### src/rtl/aes_block_ctrl_pkg.sv
// Shared types for the AES block request front-end: FSM states, key-length
// codes and the result FIFO entry layout.
package aes_ctrl_pkg;

    localparam int AES_KEY_W = 256;
    localparam int AES_BLK_W = 128;

    typedef enum logic [1:0] {IDLE, LAUNCH, WAIT, ERR} aes_ctrl_state_e;

    typedef enum logic [1:0] {KL_128, KL_192, KL_256, KL_BAD} aes_kl_e;

    typedef struct packed {
        logic                 err;
        logic [AES_BLK_W-1:0] blk;
    } aes_rsp_t;

    function automatic logic kl_is_bad(input logic [1:0] kl);
        return aes_kl_e'(kl) == KL_BAD;
    endfunction

endpackage

### src/rtl/aes_block_ctrl_if.sv
// Request, result and core-side signal bundle of the AES block front-end.
// valid/ready: a transfer happens on a rising edge where both are 1; the
// source holds its payload stable while valid is 1 and ready is 0.
interface aes_block_ctrl_if #(
    parameter int KEY_W = 256,
    parameter int BLK_W = 128
);
    logic             req_valid;
    logic             req_ready;
    logic [KEY_W-1:0] req_key;
    logic [1:0]       req_kl;
    logic             req_enc_dec;
    logic [BLK_W-1:0] req_block;

    logic             rsp_valid;
    logic             rsp_ready;
    logic [BLK_W-1:0] rsp_block;
    logic             rsp_err;

    logic             core_ck;
    logic [KEY_W-1:0] core_key;
    logic [1:0]       core_kl;
    logic             core_enc_dec;
    logic [BLK_W-1:0] core_state;
    logic [BLK_W-1:0] core_state_o;
    logic             core_cf;

    modport slave (
        input  req_valid, req_key, req_kl, req_enc_dec, req_block,
        input  rsp_ready, core_state_o, core_cf,
        output req_ready, rsp_valid, rsp_block, rsp_err,
        output core_ck, core_key, core_kl, core_enc_dec, core_state
    );

    modport master (
        output req_valid, req_key, req_kl, req_enc_dec, req_block,
        output rsp_ready, core_state_o, core_cf,
        input  req_ready, rsp_valid, rsp_block, rsp_err,
        input  core_ck, core_key, core_kl, core_enc_dec, core_state
    );

endinterface

### src/rtl/aes_block_ctrl_rsp_fifo.sv
// Small synchronous result FIFO; head is combinational and reads as zero
// while empty so the result port idles at 0.
module aes_rsp_fifo #(
    parameter int DEPTH = 2,
    parameter int W     = 129
) (
    input  logic                     CLK,
    input  logic                     CLR,
    input  logic                     push,
    input  logic [W-1:0]             push_data,
    input  logic                     pop,
    output logic [W-1:0]             head,
    output logic                     full,
    output logic                     empty,
    output logic [$clog2(DEPTH):0]   count
);
    localparam int AW = $clog2(DEPTH);

    logic [W-1:0]  mem [DEPTH];
    logic [AW-1:0] wr_ptr;
    logic [AW-1:0] rd_ptr;
    logic          wr_en;
    logic          rd_en;

    assign full  = (count == (AW+1)'(DEPTH));
    assign empty = (count == '0);
    assign rd_en = pop && !empty;
    // A pop frees the slot being written, so push into a full FIFO is legal then.
    assign wr_en = push && (!full || rd_en);
    assign head  = empty ? '0 : mem[rd_ptr];

    always_ff @(posedge CLK) begin
        if (wr_en) begin
            mem[wr_ptr] <= push_data;
        end
    end

    always_ff @(posedge CLK) begin
        if (CLR) begin
            wr_ptr <= '0;
            rd_ptr <= '0;
            count  <= '0;
        end else begin
            if (wr_en) wr_ptr <= wr_ptr + 1'b1;
            if (rd_en) rd_ptr <= rd_ptr + 1'b1;
            case ({wr_en, rd_en})
                2'b10:   count <= count + 1'b1;
                2'b01:   count <= count - 1'b1;
                default: count <= count;
            endcase
        end
    end

endmodule

### src/rtl/aes_block_ctrl.sv
// AES block request front-end: accepts one request at a time, strobes the
// cipher core, waits for CF under a watchdog and queues results.
module aes_block_ctrl
    import aes_ctrl_pkg::*;
#(
    parameter int KEY_W     = AES_KEY_W,
    parameter int BLK_W     = AES_BLK_W,
    parameter int OUT_DEPTH = 2,
    parameter int TIMEOUT   = 64,
    parameter int CNT_W     = 16
) (
    input  logic                        CLK,
    input  logic                        CLR,
    aes_block_ctrl_if.slave             bus,
    output logic                        timeout_err,
    output logic [CNT_W-1:0]            blk_cnt,
    output logic [$clog2(OUT_DEPTH):0]  rsp_count,
    output aes_ctrl_state_e             fsm_state
);
    localparam int WD_W = $clog2(TIMEOUT);

    aes_ctrl_state_e  state;
    aes_ctrl_state_e  next_state;
    logic             armed;
    logic             accept;
    logic             ready;
    logic             launch;
    logic             cf_done;
    logic             timeout_hit;
    logic             fifo_push;
    logic             fifo_full;
    logic             fifo_empty;
    aes_rsp_t         push_data;
    aes_rsp_t         head;
    logic [WD_W-1:0]  wd;
    logic [KEY_W-1:0] key_q;
    logic [1:0]       kl_q;
    logic             enc_dec_q;
    logic [BLK_W-1:0] block_q;

    assign accept = bus.req_valid && ready;

    always_ff @(posedge CLK) begin
        if (CLR) state <= IDLE;
        else     state <= next_state;
    end

    always_comb begin
        next_state = state;
        case (state)
            IDLE:    if (accept) next_state = kl_is_bad(bus.req_kl) ? ERR : LAUNCH;
            LAUNCH:  next_state = WAIT;
            WAIT:    if (bus.core_cf || wd == '0) next_state = IDLE;
            ERR:     next_state = IDLE;
            default: next_state = IDLE;
        endcase
    end

    // armed keeps req_ready low for the first cycle after reset.
    always_comb begin
        ready          = 1'b0;
        launch         = 1'b0;
        cf_done        = 1'b0;
        timeout_hit    = 1'b0;
        fifo_push      = 1'b0;
        push_data.err  = 1'b0;
        push_data.blk  = bus.core_state_o;
        case (state)
            IDLE:   ready = armed && !fifo_full;
            LAUNCH: launch = 1'b1;
            WAIT: begin
                cf_done     = bus.core_cf;
                timeout_hit = !bus.core_cf && (wd == '0);
                fifo_push   = bus.core_cf;
            end
            ERR: begin
                fifo_push     = 1'b1;
                push_data.err = 1'b1;
                push_data.blk = '0;
            end
            default: ;
        endcase
    end

    always_ff @(posedge CLK) begin
        if (CLR) begin
            armed       <= 1'b0;
            key_q       <= '0;
            kl_q        <= '0;
            enc_dec_q   <= 1'b0;
            block_q     <= '0;
            wd          <= '0;
            timeout_err <= 1'b0;
            blk_cnt     <= '0;
        end else begin
            armed <= 1'b1;
            if (accept) begin
                key_q     <= bus.req_key;
                kl_q      <= bus.req_kl;
                enc_dec_q <= bus.req_enc_dec;
                block_q   <= bus.req_block;
            end
            if (launch)                       wd <= WD_W'(TIMEOUT - 1);
            else if (state == WAIT && wd != '0) wd <= wd - 1'b1;
            if (timeout_hit) timeout_err <= 1'b1;
            if (cf_done)     blk_cnt     <= blk_cnt + 1'b1;
        end
    end

    aes_rsp_fifo #(
        .DEPTH (OUT_DEPTH),
        .W     ($bits(aes_rsp_t))
    ) u_rsp_fifo (
        .CLK       (CLK),
        .CLR       (CLR),
        .push      (fifo_push),
        .push_data (push_data),
        .pop       (bus.rsp_ready),
        .head      (head),
        .full      (fifo_full),
        .empty     (fifo_empty),
        .count     (rsp_count)
    );

    assign bus.req_ready    = ready;
    assign bus.rsp_valid    = !fifo_empty;
    assign bus.rsp_block    = head.blk;
    assign bus.rsp_err      = head.err;
    assign bus.core_ck      = launch;
    assign bus.core_key     = key_q;
    assign bus.core_kl      = kl_q;
    assign bus.core_enc_dec = enc_dec_q;
    assign bus.core_state   = block_q;
    assign fsm_state        = state;

endmodule

### src/flat_wrapper.sv
// flat-port wrapper written by rule: the top's interface ports become plain ports
module aes_block_ctrl_flat import aes_ctrl_pkg::*;
#(
    parameter int KEY_W     = AES_KEY_W,
    parameter int BLK_W     = AES_BLK_W,
    parameter int OUT_DEPTH = 2,
    parameter int TIMEOUT   = 64,
    parameter int CNT_W     = 16
)
  (CLK, CLR, timeout_err, blk_cnt, rsp_count, fsm_state, bus_req_valid, bus_req_key, bus_req_kl, bus_req_enc_dec, bus_req_block, bus_rsp_ready, bus_core_state_o, bus_core_cf, bus_req_ready, bus_rsp_valid, bus_rsp_block, bus_rsp_err, bus_core_ck, bus_core_key, bus_core_kl, bus_core_enc_dec, bus_core_state);
  aes_block_ctrl_if #(.KEY_W(KEY_W), .BLK_W(BLK_W)) bus_i ();
  input  logic CLK;
  input  logic CLR;
  output logic timeout_err;
  output logic [CNT_W-1:0] blk_cnt;
  output logic [$clog2(OUT_DEPTH):0] rsp_count;
  output aes_ctrl_state_e fsm_state;
  input wire logic [$bits(bus_i.req_valid)-1:0] bus_req_valid;
  input wire logic [$bits(bus_i.req_key)-1:0] bus_req_key;
  input wire logic [$bits(bus_i.req_kl)-1:0] bus_req_kl;
  input wire logic [$bits(bus_i.req_enc_dec)-1:0] bus_req_enc_dec;
  input wire logic [$bits(bus_i.req_block)-1:0] bus_req_block;
  input wire logic [$bits(bus_i.rsp_ready)-1:0] bus_rsp_ready;
  input wire logic [$bits(bus_i.core_state_o)-1:0] bus_core_state_o;
  input wire logic [$bits(bus_i.core_cf)-1:0] bus_core_cf;
  output wire logic [$bits(bus_i.req_ready)-1:0] bus_req_ready;
  output wire logic [$bits(bus_i.rsp_valid)-1:0] bus_rsp_valid;
  output wire logic [$bits(bus_i.rsp_block)-1:0] bus_rsp_block;
  output wire logic [$bits(bus_i.rsp_err)-1:0] bus_rsp_err;
  output wire logic [$bits(bus_i.core_ck)-1:0] bus_core_ck;
  output wire logic [$bits(bus_i.core_key)-1:0] bus_core_key;
  output wire logic [$bits(bus_i.core_kl)-1:0] bus_core_kl;
  output wire logic [$bits(bus_i.core_enc_dec)-1:0] bus_core_enc_dec;
  output wire logic [$bits(bus_i.core_state)-1:0] bus_core_state;
  assign bus_i.req_valid = bus_req_valid;
  assign bus_i.req_key = bus_req_key;
  assign bus_i.req_kl = bus_req_kl;
  assign bus_i.req_enc_dec = bus_req_enc_dec;
  assign bus_i.req_block = bus_req_block;
  assign bus_i.rsp_ready = bus_rsp_ready;
  assign bus_i.core_state_o = bus_core_state_o;
  assign bus_i.core_cf = bus_core_cf;
  assign bus_req_ready = bus_i.req_ready;
  assign bus_rsp_valid = bus_i.rsp_valid;
  assign bus_rsp_block = bus_i.rsp_block;
  assign bus_rsp_err = bus_i.rsp_err;
  assign bus_core_ck = bus_i.core_ck;
  assign bus_core_key = bus_i.core_key;
  assign bus_core_kl = bus_i.core_kl;
  assign bus_core_enc_dec = bus_i.core_enc_dec;
  assign bus_core_state = bus_i.core_state;
  aes_block_ctrl #(.KEY_W(KEY_W), .BLK_W(BLK_W), .OUT_DEPTH(OUT_DEPTH), .TIMEOUT(TIMEOUT), .CNT_W(CNT_W)) u_core (.CLK(CLK), .CLR(CLR), .bus(bus_i), .timeout_err(timeout_err), .blk_cnt(blk_cnt), .rsp_count(rsp_count), .fsm_state(fsm_state));
endmodule
### config.mk
export PLATFORM = sky130hd
export DESIGN_NAME = aes_block_ctrl_flat
export DESIGN_NICKNAME = d
export VERILOG_FILES = /design/src/rtl/aes_block_ctrl_pkg.sv /design/src/rtl/aes_block_ctrl_if.sv /design/src/rtl/aes_block_ctrl_rsp_fifo.sv /design/src/rtl/aes_block_ctrl.sv /design/src/flat_wrapper.sv
export SDC_FILE = /design/constraint.sdc
export NUM_CORES = 1
export LEC_CHECK = 0
export ABC_CLOCK_PERIOD_IN_PS = 14000
export CAP_MARGIN = 20
export CORE_AREA = 4 4 412 414
export DETAILED_ROUTE_END_ITERATION = 8
export DIE_AREA = 0 0 416 418
export PLACE_DENSITY = 0.37
export SYNTH_ARGS = -nofsm -noshare
export SYNTH_HDL_FRONTEND = slang
export SYNTH_SLANG_ARGS = --single-unit
### constraint.sdc
create_clock -name CLK -period 14 [get_ports CLK]
set_input_delay 1.4 -clock CLK [delete_from_list [all_inputs] [get_ports CLK]]
set_output_delay 1.4 -clock CLK [all_outputs]
set_load 0.02 [all_outputs]
==> metrics.yaml <==
synth:
  synth_top_family_by_area: "simple AND/OR/NAND/NOR gates"
  async_reset_ff_share_pct: 0
  synth_area_per_cell_um2: 9.86
  synth_top_area_share_pct: 33.4
  synth_nets: 3066
  netlist_instances: 2543
  synth-compound-area-share_pct: 8.50
  synthAdderAreaFrac_pct: 0.150
  synthTopCellsByArea: "dfxtp_1 33%, edfxtp_1 31%, nand2_1 12%, a21oi_1 8.0%, mux2i_1 5.2%"
  synth-xor-area-share_pct: 0.349
  ys_ff_latch: 676
  synth_edf_count: 258
  synth_top_area_cell: "dfxtp_1"
  yosys-top-cells-count: "784 x nand2_1, 418 x dfxtp_1, 399 x a21oi_1, 258 x edfxtp_1, 155 x nor2_1"
  synthDistinctLibCells: 41
  synthMuxAreaShare_pct: 5.32
  yosys_warnings: 0
  ys.flop_type: "dfxtp_1"
  synth_area_mm2: 0.0251
  yosysSeqAreaShare_pct: 64.3
  synth_most_common_cell: "nand2_1"
  yosys.area_share.simple_pct: 18.5
routing:
  wl_per_cell_um: 20.7
  ant_nets: 0
  drc_errors: 0
  wirelength_mm: 120
  first_iter_violations: 932
  num_vias: 21700
  drtPass1Iterations: 5
  viasPerCell: 3.73
status:
  violations: "slew limit"
  outcome: "finished with violations"
critical_path:
  crit_path_start_kind: "flop"
  path_common_cell: "buf_4"
  crit_slowest_cell: "buf_4"
  max_stage_delay_ns: 0.80
  crit_path_end_kind: "output pin"
  worst-path-buf-inv: 3
  path_class: "flop to output pin"
  critical_path_required_ns: 12.60
  path_cells: "buf_4, buf_4, mux2i_1, nor2_1, clkdlybuf4s50_1"
  cp_top_family: "buffers and inverters"
  path_max_fanout: 45
  worstPathArrival_ns: 3.75
clock_network:
  cts_tree: "done"
  clock-sinks: 676
  cts_hold_buf: 0
  clkTransAtPathRegs_ns: 0.05
  ctsRootBufferMaster: "clkbuf_16"
  cts_resized: 0
  clock_latency_ns: 0.69
  cts_buffer_depth: 3
  htree_levels: 3
  cts_setup_buffers: 0
  cts_buffers: 88
floorplan:
  dieHeight_um: 418
  row_count: 150
  die_width_um: 416
  core_area_mm2: 0.166
  start_util_pct: 15.1
  die_area_mm2: 0.174
  pin_count: 1060
global_route:
  antenna_found_initial: 39
  grt_max_degree: 197
  grt-ovfl-total: 0
  grt_pass1_vias: 21700
  grt_pass1_wl_mm: 165
  gr-usage-all-layers_pct: 13.1
power_and_ir_drop:
  p_leak_nw: 13.4
  ir_worst_vdd_mv: 0.0935
  power_density_mw_per_mm2: 120
  total_power_mw: 4.88
run:
  maxCapViolations: 0
timing:
  finalClockSkew_ns: 0.0254
  fmax_ghz: 0.194
  hold_viol: 0
  rsz0062_at_grt: "false"
  slew_headroom_pct: -3.29
  worst_slack_ns: 8.85
  setup_viol: 0
  layout_worst_path_cycle_share_pct: 36.8
  worst_pin_slew_ns: 1.55
  fin_setup_tns_ns: 0
  period_minus_slack_ns: 5.15
  finalMaxSlewViolations: 88
finish:
  final_nets: 4057
  area_growth_syn_to_layout_pct: 62.3
  final_core_util_pct: 24.5
  fin_area_mm2: 0.0407
  drive_above_1_share_pct: 4.25
  fill_cells: 18000
place:
  pre_cts_slack_ns: 8.86
  finalWeightedCongestion: 0.816
  portBuffers: 1059
  hpwl_mm: 86.4
  dpl-instance-area_mm2: 0.0380
worst_hold_path:
  hp-class: "flop to flop"
## worst register-to-register path, delay by kind of cell (launching register included)
family / cells / cell delay (ns)
compound gates: 1 / 0.38
simple gates: 2 / 0.75
flops: 1 / 0.79
buf+inv: 2 / 1.48
## area by class of cell
class                           instances  area (µm²)  area share [%]
Tap cell                             2204        2760            6.78
Inverter                               11        41.3           0.101
Timing Repair Buffer                 1079       10800            26.6
Multi-Input combinational cell       1678        8260            20.3
Clock buffer                          124        2420            5.94
Sequential cell                       676       16100            39.6
Antenna cell                           11        27.5          0.0676
Clock inverter                         31         262           0.643
## flip-flops by register name (all words and copies together) (netlist names), named ones only
| register | cells |
|---|---|
| u_core.wd | 6 |
| u_core.u_rsp_fifo.count | 2 |
| u_core.bus.core_enc_dec | 1 |
| u_core.blk_cnt | 16 |
| u_core.u_rsp_fifo.mem | 258 |
| u_core.bus.core_state | 128 |
| u_core.bus.core_kl | 2 |
| u_core.armed | 1 |
| u_core.fsm_state | 2 |
| u_core.bus.core_key | 256 |
| u_core.u_rsp_fifo.rd_ptr | 1 |
| u_core.timeout_err | 1 |
| u_core.u_rsp_fifo.wr_ptr | 1 |
## routing by layer
metal	global-route usage [%]	wire [µm]
met1	14.7	47200
met2	23.1	60300
met3	4.98	10300
met4	3.55	2700
met5	0	34
## stage by stage
step / instances / hold WS, ns
after global routing: 5810 / 0.466
after CTS: 5803 / 0.453
after floorplan: 2543 / 0.470
after detailed placement: 5648 / 0.446
final: 5814 / 0.451
after global placement: 5648 / 0.441
## power breakdown
group / switching [mW] / internal (mW)
combinational: 0.307 / 0.291
sequential: 0.0344 / 2.11
clock: 0.931 / 1.21
total: 1.27 / 3.61
## worst paths after layout
path | from | to | slack [ns] | cells after the start
hold reg to reg | u_core.bus.core_state[58] | u_core.bus.core_state[58] | 0.45 | 2
hold / removal | u_core.bus.core_state[58] | u_core.bus.core_state[58] | 0.45 | 2
setup reg to reg | u_core.fsm_state[1] | u_core.u_rsp_fifo.mem[1][74] | 10.16 | 5
setup / recovery | flop | bus_rsp_block[77] | 8.85 | 5
## cells by family (layout without fill, tap and decap cells)
| kind of cell | Yosys count | count (layout) |
|---|---|---|
| and+or+nand+nor | 1113 | 1113 |
| DFF | 676 | 676 |
| AOI/OAI and AO/OA | 419 | 419 |
| other | 0 | 11 |
| muxes | 133 | 133 |
| buffers and inverters | 189 | 1245 |
| xor gates and xnor gates | 10 | 10 |
| adders and majority gates | 3 | 3 |
## layout by cell type (no fill, tap or decap), types with 4 or more instances in the layout
cell,count
nand3_1,7
xor2_1,6
and2_1,128
edfxtp_1,258
nor2_1,154
clkinv_2,12
clkbuf_8,6
clkbuf_16,89
xnor2_1,4
nand4_1,7
inv_1,11
nand2_1,783
nor2b_1,4
clkbuf_1,29
o21ai_0,8
buf_12,4
clkdlybuf4s50_1,1058
mux2i_1,130
a21oi_1,399
buf_4,16
dfxtp_1,417
diode_2,11
clkinv_1,9
No activity file was read; power rests on OpenSTA's default activity.
